## src/rtl/spn_cu_master.sv

```systemverilog
// spn_cu_master: host-facing request engine for the spn_if core.
// Accepts encrypt/decrypt requests, pulses one opcode into the core, waits
// for the matching registered core_valid (or a timeout), and queues
// {op, data, err} responses in a small FIFO with its own valid/ready port.
module spn_cu_master #(
    parameter int unsigned RSP_DEPTH = 4,
    parameter int unsigned TIMEOUT   = 8
) (
    input  logic        clk,
    input  logic        rst_n,
    input  logic        req_valid,
    output logic        req_ready,
    input  logic [1:0]  req_op,
    input  logic [15:0] req_data,
    input  logic [31:0] req_key,
    output logic [1:0]  core_opcode,
    output logic [15:0] core_data_in,
    output logic [31:0] core_key,
    input  logic [1:0]  core_valid,
    input  logic [15:0] core_data_out,
    output logic        rsp_valid,
    input  logic        rsp_ready,
    output logic [1:0]  rsp_op,
    output logic [15:0] rsp_data,
    output logic        rsp_err,
    output logic        busy,
    output logic [15:0] req_cnt,
    output logic [7:0]  err_cnt
);

    localparam int unsigned PW = $clog2(RSP_DEPTH);
    localparam int unsigned CW = $clog2(RSP_DEPTH + 1);
    localparam int unsigned TW = $clog2(TIMEOUT);

    typedef enum logic [1:0] {
        S_IDLE  = 2'd0,
        S_ISSUE = 2'd1,
        S_WAIT  = 2'd2
    } state_t;

    state_t        state;
    state_t        state_nxt;
    logic [1:0]    lat_op;
    logic [15:0]   lat_data;
    logic [31:0]   lat_key;
    logic [TW-1:0] timer;

    logic [18:0]   mem [RSP_DEPTH];
    logic [PW-1:0] wr_ptr;
    logic [PW-1:0] rd_ptr;
    logic [CW-1:0] count;
    logic [18:0]   head;

    logic          accept;
    logic          push;
    logic          pop;
    logic [1:0]    push_op;
    logic [15:0]   push_data;
    logic          push_err;

    // Gated with rst_n so the port reads 0 while reset is held.
    assign req_ready    = rst_n && (state == S_IDLE) && (count < CW'(RSP_DEPTH));
    assign busy         = (state != S_IDLE);
    assign core_opcode  = (state == S_ISSUE) ? lat_op : 2'b00;
    assign core_data_in = lat_data;
    assign core_key     = lat_key;

    assign rsp_valid = (count != '0);
    assign pop       = rsp_valid && rsp_ready;
    assign head      = mem[rd_ptr];
    assign {rsp_op, rsp_data, rsp_err} = rsp_valid ? head : '0;

    // Next-state logic and response push decision.
    always_comb begin
        state_nxt = state;
        accept    = 1'b0;
        push      = 1'b0;
        push_op   = lat_op;
        push_data = '0;
        push_err  = 1'b0;
        case (state)
            S_IDLE: begin
                if (req_valid && req_ready) begin
                    accept = 1'b1;
                    if (req_op == 2'b01 || req_op == 2'b10) begin
                        state_nxt = S_ISSUE;
                    end else begin
                        push     = 1'b1;
                        push_op  = req_op;
                        push_err = 1'b1;
                    end
                end
            end
            S_ISSUE: begin
                state_nxt = S_WAIT;
            end
            S_WAIT: begin
                if (core_valid == lat_op) begin
                    push      = 1'b1;
                    push_data = core_data_out;
                    state_nxt = S_IDLE;
                end else if (timer == TW'(TIMEOUT - 1)) begin
                    push      = 1'b1;
                    push_err  = 1'b1;
                    state_nxt = S_IDLE;
                end
            end
            default: begin
                state_nxt = S_IDLE;
            end
        endcase
    end

    // State register.
    always_ff @(posedge clk) begin
        if (!rst_n) begin
            state <= S_IDLE;
        end else begin
            state <= state_nxt;
        end
    end

    // Request latch: core inputs change only when a request is accepted.
    always_ff @(posedge clk) begin
        if (!rst_n) begin
            lat_op   <= '0;
            lat_data <= '0;
            lat_key  <= '0;
        end else if (accept) begin
            lat_op   <= req_op;
            lat_data <= req_data;
            lat_key  <= req_key;
        end
    end

    // WAIT cycle counter; cleared in every other state.
    always_ff @(posedge clk) begin
        if (!rst_n) begin
            timer <= '0;
        end else if (state == S_WAIT) begin
            timer <= timer + 1'b1;
        end else begin
            timer <= '0;
        end
    end

    // Response FIFO storage; validity is tracked by count, so no reset needed.
    always_ff @(posedge clk) begin
        if (rst_n && push) begin
            mem[wr_ptr] <= {push_op, push_data, push_err};
        end
    end

    // Response FIFO pointers and occupancy; push and pop may coincide.
    always_ff @(posedge clk) begin
        if (!rst_n) begin
            wr_ptr <= '0;
            rd_ptr <= '0;
            count  <= '0;
        end else begin
            if (push) begin
                wr_ptr <= wr_ptr + 1'b1;
            end
            if (pop) begin
                rd_ptr <= rd_ptr + 1'b1;
            end
            if (push && !pop) begin
                count <= count + 1'b1;
            end else if (pop && !push) begin
                count <= count - 1'b1;
            end
        end
    end

    // Accepted-request counter (wraps) and error-response counter (saturates).
    always_ff @(posedge clk) begin
        if (!rst_n) begin
            req_cnt <= '0;
            err_cnt <= '0;
        end else begin
            if (accept) begin
                req_cnt <= req_cnt + 1'b1;
            end
            if (push && push_err && (err_cnt != 8'hFF)) begin
                err_cnt <= err_cnt + 1'b1;
            end
        end
    end

endmodule

```

## config.mk

```make
export PLATFORM = sky130hd
export DESIGN_NAME = spn_cu_master
export DESIGN_NICKNAME = d
export VERILOG_FILES = /design/src/rtl/spn_cu_master.sv
export SDC_FILE = /design/constraint.sdc
export NUM_CORES = 1
export LEC_CHECK = 0
export ABC_AREA = 1
export CAP_MARGIN = 20
export CELL_PAD_IN_SITES_DETAIL_PLACEMENT = 2
export CELL_PAD_IN_SITES_GLOBAL_PLACEMENT = 2
export CORE_MARGIN = 1
export CORE_UTILIZATION = 37
export DETAILED_ROUTE_END_ITERATION = 10
export DONT_BUFFER_PORTS = 1
export PLACE_DENSITY_LB_ADDON = 0.12
export RECOVER_POWER = 25
export SYNTH_ARGS = -nofsm -noshare
export SYNTH_HDL_FRONTEND = slang
export SYNTH_SLANG_ARGS = --single-unit
```

## constraint.sdc

```tcl
create_clock -name clk -period 3.2 [get_ports clk]
set_input_delay 0.16 -clock clk [delete_from_list [all_inputs] [get_ports clk]]
set_output_delay 0.16 -clock clk [all_outputs]
set_load 0.05 [all_outputs]
```

# Word level (Yosys, flattened, before mapping)
# Memory sizes are Yosys's and may differ from the RTL's. A register that Yosys moved wholly into a read port is not among the register bits.
# Cells that the tools add are included.
totals:
  mem_bits_rw: 76
  ff_bits: 86
  inputBits: 72
  n_memories: 1
classes:
  magnitude_cmp: 1
  n_reduce_logical: 18
  n_eq_ne: 10
  add_sub_neg: 7
  muxes: 27
mem_list:
  columns: ["memory", "words", "word_bits", "rd", "rd_ports_with_merged_regs", "wr", "line", "source"]
  rows:
  - ["mem", 4, 19, 1, 1, 1, "48", "logic [18:0] mem [RSP_DEPTH];"]
ops:
  columns: ["cell", "n"]
  rows:
  - ["16-bit two-way mux", 2]
  - ["2-bit two-way mux", 10]
  - ["19-bit two-way mux", 1]
  - ["16-bit by 1-bit adder with 16-bit output (second input constant)", 1]
  - ["1-bit logical AND", 9]
  - ["1-bit two-way mux", 9]
  - ["8-bit by 1-bit adder with 8-bit output (second input constant)", 1]
  - ["8-bit != test (second input constant)", 1]
  - ["3-bit by 1-bit adder with 3-bit output (second input constant)", 2]
  - ["3-bit two-way mux", 2]
  - ["2-bit case mux with 3 select lines", 1]
  - ["2-bit by 1-bit adder with 2-bit output (second input constant)", 2]
  - ["2-bit by 1-bit equality test with 1-bit output (second input constant)", 2]
  - ["2-bit equality test (second input constant)", 2]
  - ["2-bit by 1-bit != test with 1-bit output (second input constant)", 2]
  - ["1-bit case mux with 2 select lines", 2]
  - ["2-bit nonzero test", 2]
  - ["3-bit equality test (second input constant)", 1]
  - ["3-bit less-than comparator (second input constant)", 1]
  - ["3-bit != test (second input constant)", 1]
  - ["3-bit AND reduction", 1]
  - ["3-bit nonzero test", 1]
  - ["3-bit by 1-bit subtractor with 3-bit output (second input constant)", 1]
  - ["2-bit equality test", 1]
  - ["other kinds (4)", 5]

# Longest topological paths before layout
# Gate-level depths: netlist (run 1).
depth:
  ltp_word: 10
  depth_mapped: 15

# Worst setup path after synthesis (run 1)
# Ideal clock, no wire load.
synth_path:
  kind: "reg-to-reg"
  startpoint: "reg state[0]"
  endpoint: "mem mem[0][0], enable pin"
  synth_period_minus_slack_ps: 2478
  path_stages_with_launch: 8
  arrival_time_ps: 2084
  setup_ps: 395
  required_time_ps: 2805
  setup_slack_ps: 722
  path_cell_list: "dfxtp_1 nor2_2 inv_1 nor2_2 nand2_4 nand2_1 nand2_1 nor2_1"
synth_between:
  elab_chain_len: 9
  word_cells_on_any_way: 10
synth_rtl:
  columns: ["element", "line", "source"]
  rows:
  - ["from (decl)", "41", "state_t state;"]
  - ["from (signal assigned)", "119", "state <= state_nxt;"]
  - ["2-bit zero test", "62, 81", null]
  - ["1-bit logical AND (2 in series)", "62", "assign req_ready = rst_n && (state == S_IDLE) && (count < CW'(RSP_DEPTH));"]
  - ["1-bit logical AND", "83", "if (req_valid && req_ready) begin"]
  - ["1-bit two-way mux", "83", null]
  - ["1-bit case mux with 2 select lines (*)", "81", "case (state)"]
  - ["net push", "55", "logic push;"]
  - ["1-bit logical AND (*)", "149", "if (rst_n && push) begin"]
  - ["1-bit two-way mux (*)", "149", null]
  - ["1-bit two-way mux (not written as such) (*)", "150", "mem[wr_ptr] <= {push_op, push_data, push_err};"]
  - ["to (decl)", "48", null]
# Mark *: on every way through the listed nets, which the timed path passes. The rest lies on a longest branch.

# Worst setup path in the final report (run 1)
layout_path:
  startpoint: "reg err_cnt[1]"
  endpoint: "reg err_cnt[5]"
layout_between:
  elab_chain_len: 2
  word_cells_on_any_way: 3
layout_rtl:
  columns: ["element", "line", "source"]
  rows:
  - ["from (decl)", "28", "output logic [7:0] err_cnt"]
  - ["from (signal assigned)", "185", "err_cnt <= err_cnt + 1'b1;"]
  - ["branches (longest 2 deep; another with 8-bit by 1-bit adder with 8-bit output)", null, null]
# Parallel ways; which one is timed is not known.
# A chain may end at the register's enable or synchronous reset.

==> results of run 1 <==
final cells by class:
cell class / instances / area, um^2 / area share
multi-input cells: 538 / 2440 / 0.293
inverters: 52 / 198 / 0.0237
flip-flops and latches: 164 / 4040 / 0.485
clock inverters: 14 / 176 / 0.0212
repair buffers: 86 / 758 / 0.0910
clock buffers: 18 / 429 / 0.0515
well taps: 229 / 287 / 0.0344
layer usage:
metal,share of wire,vias to the layer above,global-route usage
li1,-,2712,-
met1,0.39,2827,0.241
met2,0.54,149,0.450
met3,0.059,24,0.0651
met4,0.014,0,0.0749
met5,0,-,0
worst paths after layout:
path           endpoint  slack, ns  depth (start not counted)
max          err_cnt[5]       0.71                         10
min reg2reg    timer[0]       0.44                          1
min           mem[3][4]       0.02                          2
max reg2reg  err_cnt[5]       0.71                         10
sequential cells by signal (all words and copies together) (netlist names), named ones only:
signal	count
core_data_in	16
core_key	32
count	3
err_cnt	8
lat_op	2
mem	76
rd_ptr	2
req_cnt	16
state	2
timer	3
wr_ptr	2
metrics by stage:
step	worst slack (ns)	instances	utilization	hold WS [ns]	area, um^2
2_1_floorplan	0.722	790	-	0.304	6830
3_3_place_gp	0.945	1018	0.401	0.283	7230
3_5_place_dp	0.787	1018	0.401	0.293	7230
4_1_cts	0.689	1101	0.463	0.00762	8350
5_1_grt	0.451	1101	0.462	0.0189	8330
6_report	0.714	1101	0.462	0.0213	8330
critical path: stages, from the launching register on:
cell	delay (ns)
dfxtp_1	0.31
clkbuf_1	0.60
ha_1	0.32
nand2_1	0.09
inv_1	0.13
nand3_1	0.10
nor2_1	0.12
nand2_1	0.22
nand2_2	0.28
nand2_1	0.08
a21oi_1	0.16
logic make-up (layout without fill, tap and decap cells):
family                   Yosys count  after routing  share of synthesized area
XOR/XNOR                           6              6                    0.00769
AO/OA/AOI/OAI                    144            144                      0.106
flip-flops                       164            164                      0.592
AND/OR/NAND/NOR                  378            378                      0.223
buffers and inverters             88            170                     0.0524
adder cells (fa/ha/maj)           10             10                     0.0194
power breakdown:
part           leakage [nW]  switching [mW]  internal, mW  total [mW]
Combinational          1.34            1.53         0.548        2.07
Clock                 0.286           0.869          1.24        2.11
Sequential             1.47           0.321          2.32        2.64
Total                  3.09            2.72          4.10        6.82
cells in the final DEF (no fill, tap or decap), types with 3 or more instances in the layout:
cell type      netlist  layout
nor2_2               3       6
clkbuf_16            0      17
clkinv_1             2       3
edfxtp_1            76      76
bufinv_16            0       3
inv_2                3       3
clkbuf_1            19       5
nor2_1             138     135
nand4_1              5       5
a21oi_1             91      91
nand3_1             23      23
dlygate4sd3_1        0      51
ha_1                 9       9
o21ai_0             50      50
dfxtp_1             88      88
inv_1               46      46
buf_4                3      31
xor2_1               5       5
clkinvlp_4           0       3
nor3_1               3       3
nand2_1            196     196
clkinv_4             0       3
==> impl_metrics.env, run 1 <==
export IMPL_ir_drop_mv=0.472
export IMPL_dieArea_um2=19000
export IMPL_ctsHoldBuffers=51
export IMPL_syn_mean_instance_area_um2=8.65
export IMPL_synth_nets=872
export IMPL_yosysTopAreaCell="edfxtp_1"
export IMPL_p_leak_nw=3.09
export IMPL_netlist_area_leader_share=0.334
export IMPL_die_y_um=138
export IMPL_layout_nets=941
export IMPL_cp_max_fo=9
export IMPL_setup_viol=0
export IMPL_hp_start="core_data_out[3]"
export IMPL_synthTopCellsByArea="edfxtp_1 (33%), dfxtp_1 (26%), nand2_1 (11%)"
export IMPL_clk_path_buf_depth=2
export IMPL_drtIter0Drc=159
export IMPL_ant_nets=0
export IMPL_synth_most_common_cell="nand2_1"
export IMPL_worst_pin_slew_ns=1.10
export IMPL_cts_sinks=164
export IMPL_grt_start_max_net_pins=68
export IMPL_worstPathArrival_ns=2.83
export IMPL_htreeDepth=4
export IMPL_regToRegStartpoint="err_cnt[1]"
export IMPL_worst_setup_path_start_kind="flop"
export IMPL_synth_seq_area_share=0.592
export IMPL_relSlewSlack=0.269
export IMPL_cts_resized=0
export IMPL_start_util=0.379
export IMPL_io_buffers=0
export IMPL_drt_total_wl_mm=21.5
export IMPL_vias_per_cell=5.19
export IMPL_synth_area_um2=6830
export IMPL_hold_violations=0
export IMPL_grt_overflow=0
export IMPL_critPathLaunch="err_cnt[1]"
export IMPL_root_buffer="clkbuf_16"
export IMPL_clk_latency_ns=0.43
export IMPL_detailed_place_hpwl_mm=13.1
export IMPL_ys_warn_count=0
export IMPL_grt_pass1_vias=6362
export IMPL_maxCapViolCount=0
export IMPL_report_final_slew_viol_count=0
export IMPL_rsz0062_at_grt="false"
export IMPL_ys_top_cells_by_count="nand2_1 (196), nor2_1 (138), a21oi_1 (91)"
export IMPL_p_per_area_nw_per_um2=819
export IMPL_fin_crit_sh=0.777
export IMPL_clkTransAtPathRegs_ns=0.06
export IMPL_io_pins=168
export IMPL_worstPathRequired_ns=3.55
export IMPL_fillers=1985
export IMPL_wl_per_cell_um=19.6
export IMPL_grt_pass1_wl_mm=33.3
export IMPL_dr_pass1_iters=4
export IMPL_cts_tree="built"
export IMPL_drive_above_1_share=0.0906
export IMPL_ys_flop_type="dfxtp_1"
export IMPL_die_w_um=138
export IMPL_synth_edf_count=76
export IMPL_setup_worst_path_class="flop to flop"
export IMPL_num_vias=5712
export IMPL_hp_class="input pin to flop"
export IMPL_power_mw=6.82
export IMPL_post_cts_buffers=0
export IMPL_fmax_mhz=402
export IMPL_area_delta_synth_final_pct=21.9
export IMPL_min_period_ns=2.49
export IMPL_finalSetupTns_ns=0
export IMPL_globalRouteTotalUtil=0.234
export IMPL_synth_cell_type_count=31
export IMPL_synthArstFlopShare=0
export IMPL_critical_path_endpoint_type="flop"
export IMPL_core_area_um2=18000
export IMPL_place_gp_congestion=0.775
export IMPL_finClkSkew_ns=0.0118
export IMPL_synthCells=790
export IMPL_cts_inserted_buffers=17
export IMPL_ys_ff_latch=164
export IMPL_antenna_found_initial=0
export IMPL_status="finished clean"
export IMPL_antenna_diode_count=0
export IMPL_drc=0
export IMPL_rows=49
Power figures use the tool's default switching activity.
==> run 2, diff against run 1 <==
--- a/config.mk
+++ b/config.mk
@@ -5,12 +5,12 @@
 export SDC_FILE = /design/constraint.sdc
 export NUM_CORES = 1
 export LEC_CHECK = 0
-export ABC_AREA = 1
+export ABC_AREA = 0
 export CAP_MARGIN = 20
 export CELL_PAD_IN_SITES_DETAIL_PLACEMENT = 2
 export CELL_PAD_IN_SITES_GLOBAL_PLACEMENT = 2
 export CORE_MARGIN = 1
-export CORE_UTILIZATION = 37
+export CORE_UTILIZATION = 40
 export DETAILED_ROUTE_END_ITERATION = 10
 export DONT_BUFFER_PORTS = 1
 export PLACE_DENSITY_LB_ADDON = 0.12
==> constraint.sdc (replaced) <==
create_clock -name clk -period 2.4 [get_ports clk]
set_input_delay 0.12 -clock clk [delete_from_list [all_inputs] [get_ports clk]]
set_output_delay 0.12 -clock clk [all_outputs]
set_load 0.05 [all_outputs]
==> impl_metrics.env, run 2 <==
export IMPL_drive_above_1_share=0.109
export IMPL_cts_sinks=164
export IMPL_fin_crit_sh=0.950
export IMPL_cp_max_fo=8
export IMPL_antenna_found_initial=0
export IMPL_synth_compound_area_frac=0.0819
export IMPL_die_w_um=131
export IMPL_drc=0
export IMPL_detailed_place_hpwl_mm=11.3
export IMPL_core_area_um2=16100
export IMPL_num_vias=4622
export IMPL_grt_pass1_wl_mm=28.5
export IMPL_min_period_ns=2.28
export IMPL_worstPathArrival_ns=2.63
export IMPL_wl_met2_mm=9.65
export IMPL_p_per_area_nw_per_um2=981
export IMPL_dr_max_layer_used="met4"
export IMPL_hold_violations=0
export IMPL_grt_pass1_vias=5137
export IMPL_synth_top_family_by_area="simple AND/OR/NAND/NOR gates"
export IMPL_netSwitchingFraction=0.367
export IMPL_combinationalPowerShare=0.260
export IMPL_regMostFlops="mem"
export IMPL_rrSetupSlack_ns=0.12
export IMPL_layout_nets=729
export IMPL_netlist_area_leader_share=0.341
export IMPL_place_gp_congestion=0.743
export IMPL_largest_register_ffs=76
export IMPL_critical_path_endpoint_type="flop"
export IMPL_rsz0062_at_grt="false"
export IMPL_m1WireLength_mm=7.13
export IMPL_setup_worst_path_class="flop to flop"
export IMPL_synth_nets=645
export IMPL_antenna_diode_count=0
export IMPL_layout_commonest_cell="nand2_1"
export IMPL_globalRouteTotalUtil=0.219
export IMPL_grt_start_max_net_pins=94
export IMPL_io_buffers=0
export IMPL_io_pins=168
export IMPL_synthTopCellsByArea="edfxtp_1 (34%), dfxtp_1 (26%), nand2_1 (6.6%)"
export IMPL_drtIter0Drc=160
export IMPL_yosysTopAreaCell="edfxtp_1"
export IMPL_ant_nets=0
export IMPL_clk_path_buf_depth=2
export IMPL_ys_top_cells_by_count="nand2_1 (117), dfxtp_1 (88), edfxtp_1 (76)"
export IMPL_clk_latency_ns=0.42
export IMPL_ys_flop_type="dfxtp_1"
export IMPL_power_mw=8.07
export IMPL_whs_ns=0.0167
export IMPL_rows=46
export IMPL_seqPwrFrac=0.427
export IMPL_worstPathRequired_ns=2.75
export IMPL_final_util=0.511
export IMPL_syn_mean_instance_area_um2=11.9
export IMPL_hp_class="input pin to flop"
export IMPL_vias_per_cell=5.28
export IMPL_ys_ff_latch=164
export IMPL_placed_area_um2=7100
export IMPL_cts_tree="built"
export IMPL_final_cell_mix="nand2_1 (116), dfxtp_1 (86), edfxtp_1 (76), dlygate4sd3_1 (63), a21boi_1 (52)"
export IMPL_setup_viol=0
export IMPL_intPower_mw=5.11
export IMPL_start_util=0.415
export IMPL_dr_pass1_iters=4
export IMPL_synth_area_um2=6700
export IMPL_placed_cells=780
export IMPL_clkTransAtPathRegs_ns=0.06
export IMPL_finalSetupTns_ns=0
export IMPL_synth_area_mux_share=0.0714
export IMPL_wl_met3_mm=1.03
export IMPL_ys_warn_count=0
export IMPL_wl_per_cell_um=20.8
export IMPL_finClkSkew_ns=0.00723
export IMPL_status="finished clean"
export IMPL_post_cts_buffers=0
export IMPL_cts_inserted_buffers=17
export IMPL_root_buffer="clkbuf_16"
export IMPL_synthAdderAreaFrac=0.0198
export IMPL_synthXorXnorAreaFrac=0.0262
export IMPL_design_area_um2=8230
export IMPL_synth_most_common_cell="nand2_1"
export IMPL_yosys_area_share_simple=0.175
export IMPL_critPathLaunch="lat_op[1]"
export IMPL_synthArstFlopShare=0
export IMPL_synth_seq_area_share=0.604
export IMPL_relSlewSlack=0.438
export IMPL_synthCells=563
export IMPL_worst_setup_path_start_kind="flop"
export IMPL_area_delta_synth_final_pct=22.9
export IMPL_htreeDepth=4
export IMPL_final_setup_worst_slack_ns=0.119
export IMPL_grt_overflow=0
export IMPL_worst_pin_slew_ns=0.843
export IMPL_drt_total_wl_mm=18.2
export IMPL_die_y_um=131
export IMPL_maxCapViolCount=0
export IMPL_synth_cell_type_count=35
export IMPL_dieArea_um2=17300
export IMPL_post_place_ws_ns=0.116
export IMPL_synth_edf_count=76
export IMPL_regToRegStartpoint="lat_op[1]"
export IMPL_p_leak_nw=2.92
export IMPL_fin_cells=876
export IMPL_hp_start="core_data_out[15]"
export IMPL_ir_drop_mv=0.571
export IMPL_p_sw_mw=2.97
export IMPL_fmax_mhz=438
export IMPL_report_final_slew_viol_count=0
export IMPL_clock_power_share=0.313
run 2: final cells by class:
class | instances | area, um^2
Inverter | 7 | 26.3
Fill cell | 1617 | 7880
Clock buffer | 19 | 433
Tap cell | 216 | 270
Timing Repair Buffer | 93 | 802
Multi-Input combinational cell | 364 | 2550
Clock inverter | 13 | 108
Sequential cell | 164 | 4050
run 2: kinds of logic (layout without fill, tap and decap cells):
| family | count (synthesis) | after routing |
|---|---|---|
| xor+xnor | 20 | 20 |
| buf+inv | 35 | 132 |
| fa+ha+maj | 10 | 10 |
| mux | 24 | 24 |
| compound gates | 77 | 77 |
| flops | 164 | 164 |
| simple gates | 233 | 233 |
run 2: worst max-delay path, stage by stage (launching register included):
cell and delay, ns:
dfxtp_1 0.33, xnor2_1 0.26, a21oi_1 0.18, o21ai_4 0.28
ha_4 0.19, inv_2 0.04, fa_2 0.35, xor2_1 0.15
or3_1 0.31, a21boi_1 0.12
run 2: routing by layer:
| layer | track usage | vias up |
|---|---|---|
| met5 | 0 | - |
| met4 | 0.0872 | 0 |
| met2 | 0.397 | 131 |
| met3 | 0.0656 | 25 |
| met1 | 0.238 | 2329 |
| li1 | - | 2137 |
run 2: what timing repair did:
item / CTS / global route
endpoints found under the setup margin: 0 / 1
hold endpoints to repair: 136 / 0
hold buffers: 64 / 0
gates resized for setup: 0 / 1
run 2: power groups by stage:
stage / Sequential [mW] / Combinational, mW / Clock (mW)
finish: 3.45 / 2.10 / 2.53
global route: 3.46 / 2.24 / 2.68
CTS: 3.45 / 2.14 / 2.57
detailed placement: 3.51 / 2.02 / 0
global placement: 3.50 / 1.94 / 0
floorplan: 3.49 / 1.65 / 0
run 2: worst paths after layout:
kind                              endpoint  depth (start not counted)
worst max-delay path              count[2]                          9
worst min-delay path            mem[0][16]                          1
worst max register to register    count[2]                          9
worst min register to register    timer[0]                          1
==> run 3, diff against run 2 <==
--- a/config.mk
+++ b/config.mk
@@ -11,6 +11,7 @@
 export CELL_PAD_IN_SITES_GLOBAL_PLACEMENT = 2
 export CORE_MARGIN = 1
 export CORE_UTILIZATION = 40
+export CTS_CLUSTER_DIAMETER = 100
 export DETAILED_ROUTE_END_ITERATION = 10
 export DONT_BUFFER_PORTS = 1
 export PLACE_DENSITY_LB_ADDON = 0.12
==> constraint.sdc (replaced) <==
create_clock -name clk -period 2.25 [get_ports clk]
set_input_delay 0.1125 -clock clk [delete_from_list [all_inputs] [get_ports clk]]
set_output_delay 0.1125 -clock clk [all_outputs]
set_load 0.02 [all_outputs]
==> impl_metrics.env, run 3 (same netlist as run 2, synthesis figures left out) <==
export IMPL_area_delta_synth_final_pct=23.8
export IMPL_cts_sinks=164
export IMPL_clk_path_buf_depth=2
export IMPL_cts_tree="built"
export IMPL_fillers=1585
export IMPL_r2r_cells=10
export IMPL_combinationalPowerShare=0.214
export IMPL_root_buffer="clkbuf_16"
export IMPL_drc=0
export IMPL_dieArea_um2=17300
export IMPL_globalRouteTotalUtil=0.234
export IMPL_wl_per_cell_um=21.9
export IMPL_design_area_um2=8290
export IMPL_crit_family="adder cells"
export IMPL_hold_violations=0
export IMPL_holdPathStages=1
export IMPL_worstPathArrival_ns=2.53
export IMPL_intPower_mw=5.64
export IMPL_rsz0062_at_grt="false"
export IMPL_fmax_mhz=460
export IMPL_rows=46
export IMPL_p_leak_nw=2.94
export IMPL_report_final_slew_viol_count=0
export IMPL_core_area_um2=16100
export IMPL_drive_above_1_share=0.129
export IMPL_start_util=0.415
export IMPL_setup_viol=0
export IMPL_drtIter0Drc=149
export IMPL_final_setup_worst_slack_ns=0.0740
export IMPL_setup_worst_path_class="flop to flop"
export IMPL_placed_area_um2=7040
export IMPL_worstPathCellList="ha_1 > ha_2 > a21oi_1 > o21ai_4 > ha_4 > inv_2 > fa_2 > xor2_1 > or3_1 > a21boi_1"
export IMPL_clock_power_share=0.357
export IMPL_worst_pin_slew_ns=0.671
export IMPL_min_period_ns=2.18
export IMPL_critical_path_depth=10
export IMPL_grt_overflow=0
export IMPL_layout_commonest_cell="nand2_1"
export IMPL_drt_total_wl_mm=19.0
export IMPL_die_w_um=131
export IMPL_placed_cells=770
export IMPL_fin_crit_sh=0.967
export IMPL_worst_setup_path_start_kind="flop"
export IMPL_final_cell_mix="nand2_1 (117), dfxtp_1 (85), edfxtp_1 (76), dlygate4sd3_1 (63), a21boi_1 (52)"
export IMPL_htreeDepth=4
export IMPL_final_util=0.514
export IMPL_finClkSkew_ns=0.00964
export IMPL_crit_path_top_delay_cell="fa_2"
export IMPL_cts_inserted_buffers=17
export IMPL_netSwitchingFraction=0.312
export IMPL_detailed_place_hpwl_mm=12.0
export IMPL_relSlewSlack=0.552
export IMPL_grt_start_max_net_pins=94
export IMPL_io_pins=168
export IMPL_post_place_ws_ns=0.0589
export IMPL_status="finished clean"
export IMPL_power_mw=8.19
export IMPL_maxCapViolCount=0
export IMPL_cp_max_fo=2
export IMPL_place_gp_congestion=0.751
export IMPL_dr_pass1_iters=4
export IMPL_final_seq_area_um2=4050
export IMPL_finalSetupTns_ns=0
export IMPL_grt_pass1_vias=5338
export IMPL_ant_nets=0
export IMPL_whs_ns=0.0186
export IMPL_clk_latency_ns=0.43
export IMPL_fin_cells=867
export IMPL_regMostFlops="mem"
export IMPL_cp_buffers_inverters=1
export IMPL_post_cts_buffers=0
export IMPL_p_per_area_nw_per_um2=989
export IMPL_seqPwrFrac=0.429
export IMPL_layout_nets=719
export IMPL_grt_pass1_wl_mm=30.5
export IMPL_vias_per_cell=5.28
export IMPL_io_buffers=0
export IMPL_p_sw_mw=2.56
export IMPL_max_stage_delay_ns=0.34
export IMPL_multi_input_area_um2=2550
export IMPL_antenna_found_initial=1
export IMPL_largest_register_ffs=76
export IMPL_clkTransAtPathRegs_ns=0.07
export IMPL_hp_class="input pin to flop"
export IMPL_num_vias=4575
export IMPL_ir_drop_mv=0.542
export IMPL_critical_path_endpoint_type="flop"
export IMPL_die_y_um=131
export IMPL_worstPathRequired_ns=2.60
run 3: cell count changes in the layout (fill, tap and decap cells not counted), sizes merged:
cell and change:
clkinvlp +5, buf +5, clkinv -5, clkbuf -16
bufinv +1, diode +1
run 3: power by group through the flow:
stage | Sequential [mW] | Clock, mW | Combinational [mW]
global route | 3.54 | 3.12 | 1.90
CTS | 3.52 | 2.98 | 1.78
detailed placement | 3.58 | 0 | 1.65
finish | 3.52 | 2.93 | 1.75
floorplan | 3.53 | 0 | 1.27
global placement | 3.57 | 0 | 1.56
run 3: what timing repair did:
item	CTS	global route
resized for setup	0	5
hold endpoints to repair	140	0
hold buffers	64	0
setup endpoints to repair	0	1
run 3: layout make-up:
| cell class | count | share of cell area |
|---|---|---|
| repair buffers | 83 | 0.0959 |
| inverters | 7 | 0.00317 |
| well taps | 216 | 0.0326 |
| diodes | 1 | 0.000302 |
| clock buffers | 18 | 0.0530 |
| clock inverters | 14 | 0.0184 |
| flip-flops and latches | 164 | 0.488 |
| multi-input cells | 364 | 0.308 |
run 3: routing by layer:
layer | up-vias | wire length, um | GRT usage | part of all wire
met3 | 23 | 1120 | 0.0725 | 0.059
met4 | 0 | 324 | 0.0820 | 0.017
met1 | 2302 | 7130 | 0.250 | 0.37
met2 | 143 | 10500 | 0.434 | 0.55
li1 | 2107 | - | - | -
met5 | - | 0 | 0 | 0
run 3: path summary, 6_finish.rpt:
| path | startpoint | end | slack [ns] |
|---|---|---|---|
| worst max register to register | timer[0] | count[2] | 0.07 |
| worst max-delay path | timer[0] | count[2] | 0.07 |
| worst min register to register | timer[0] | timer[0] | 0.41 |
| worst min-delay path | core_data_out[12] | mem[1][13] | 0.02 |
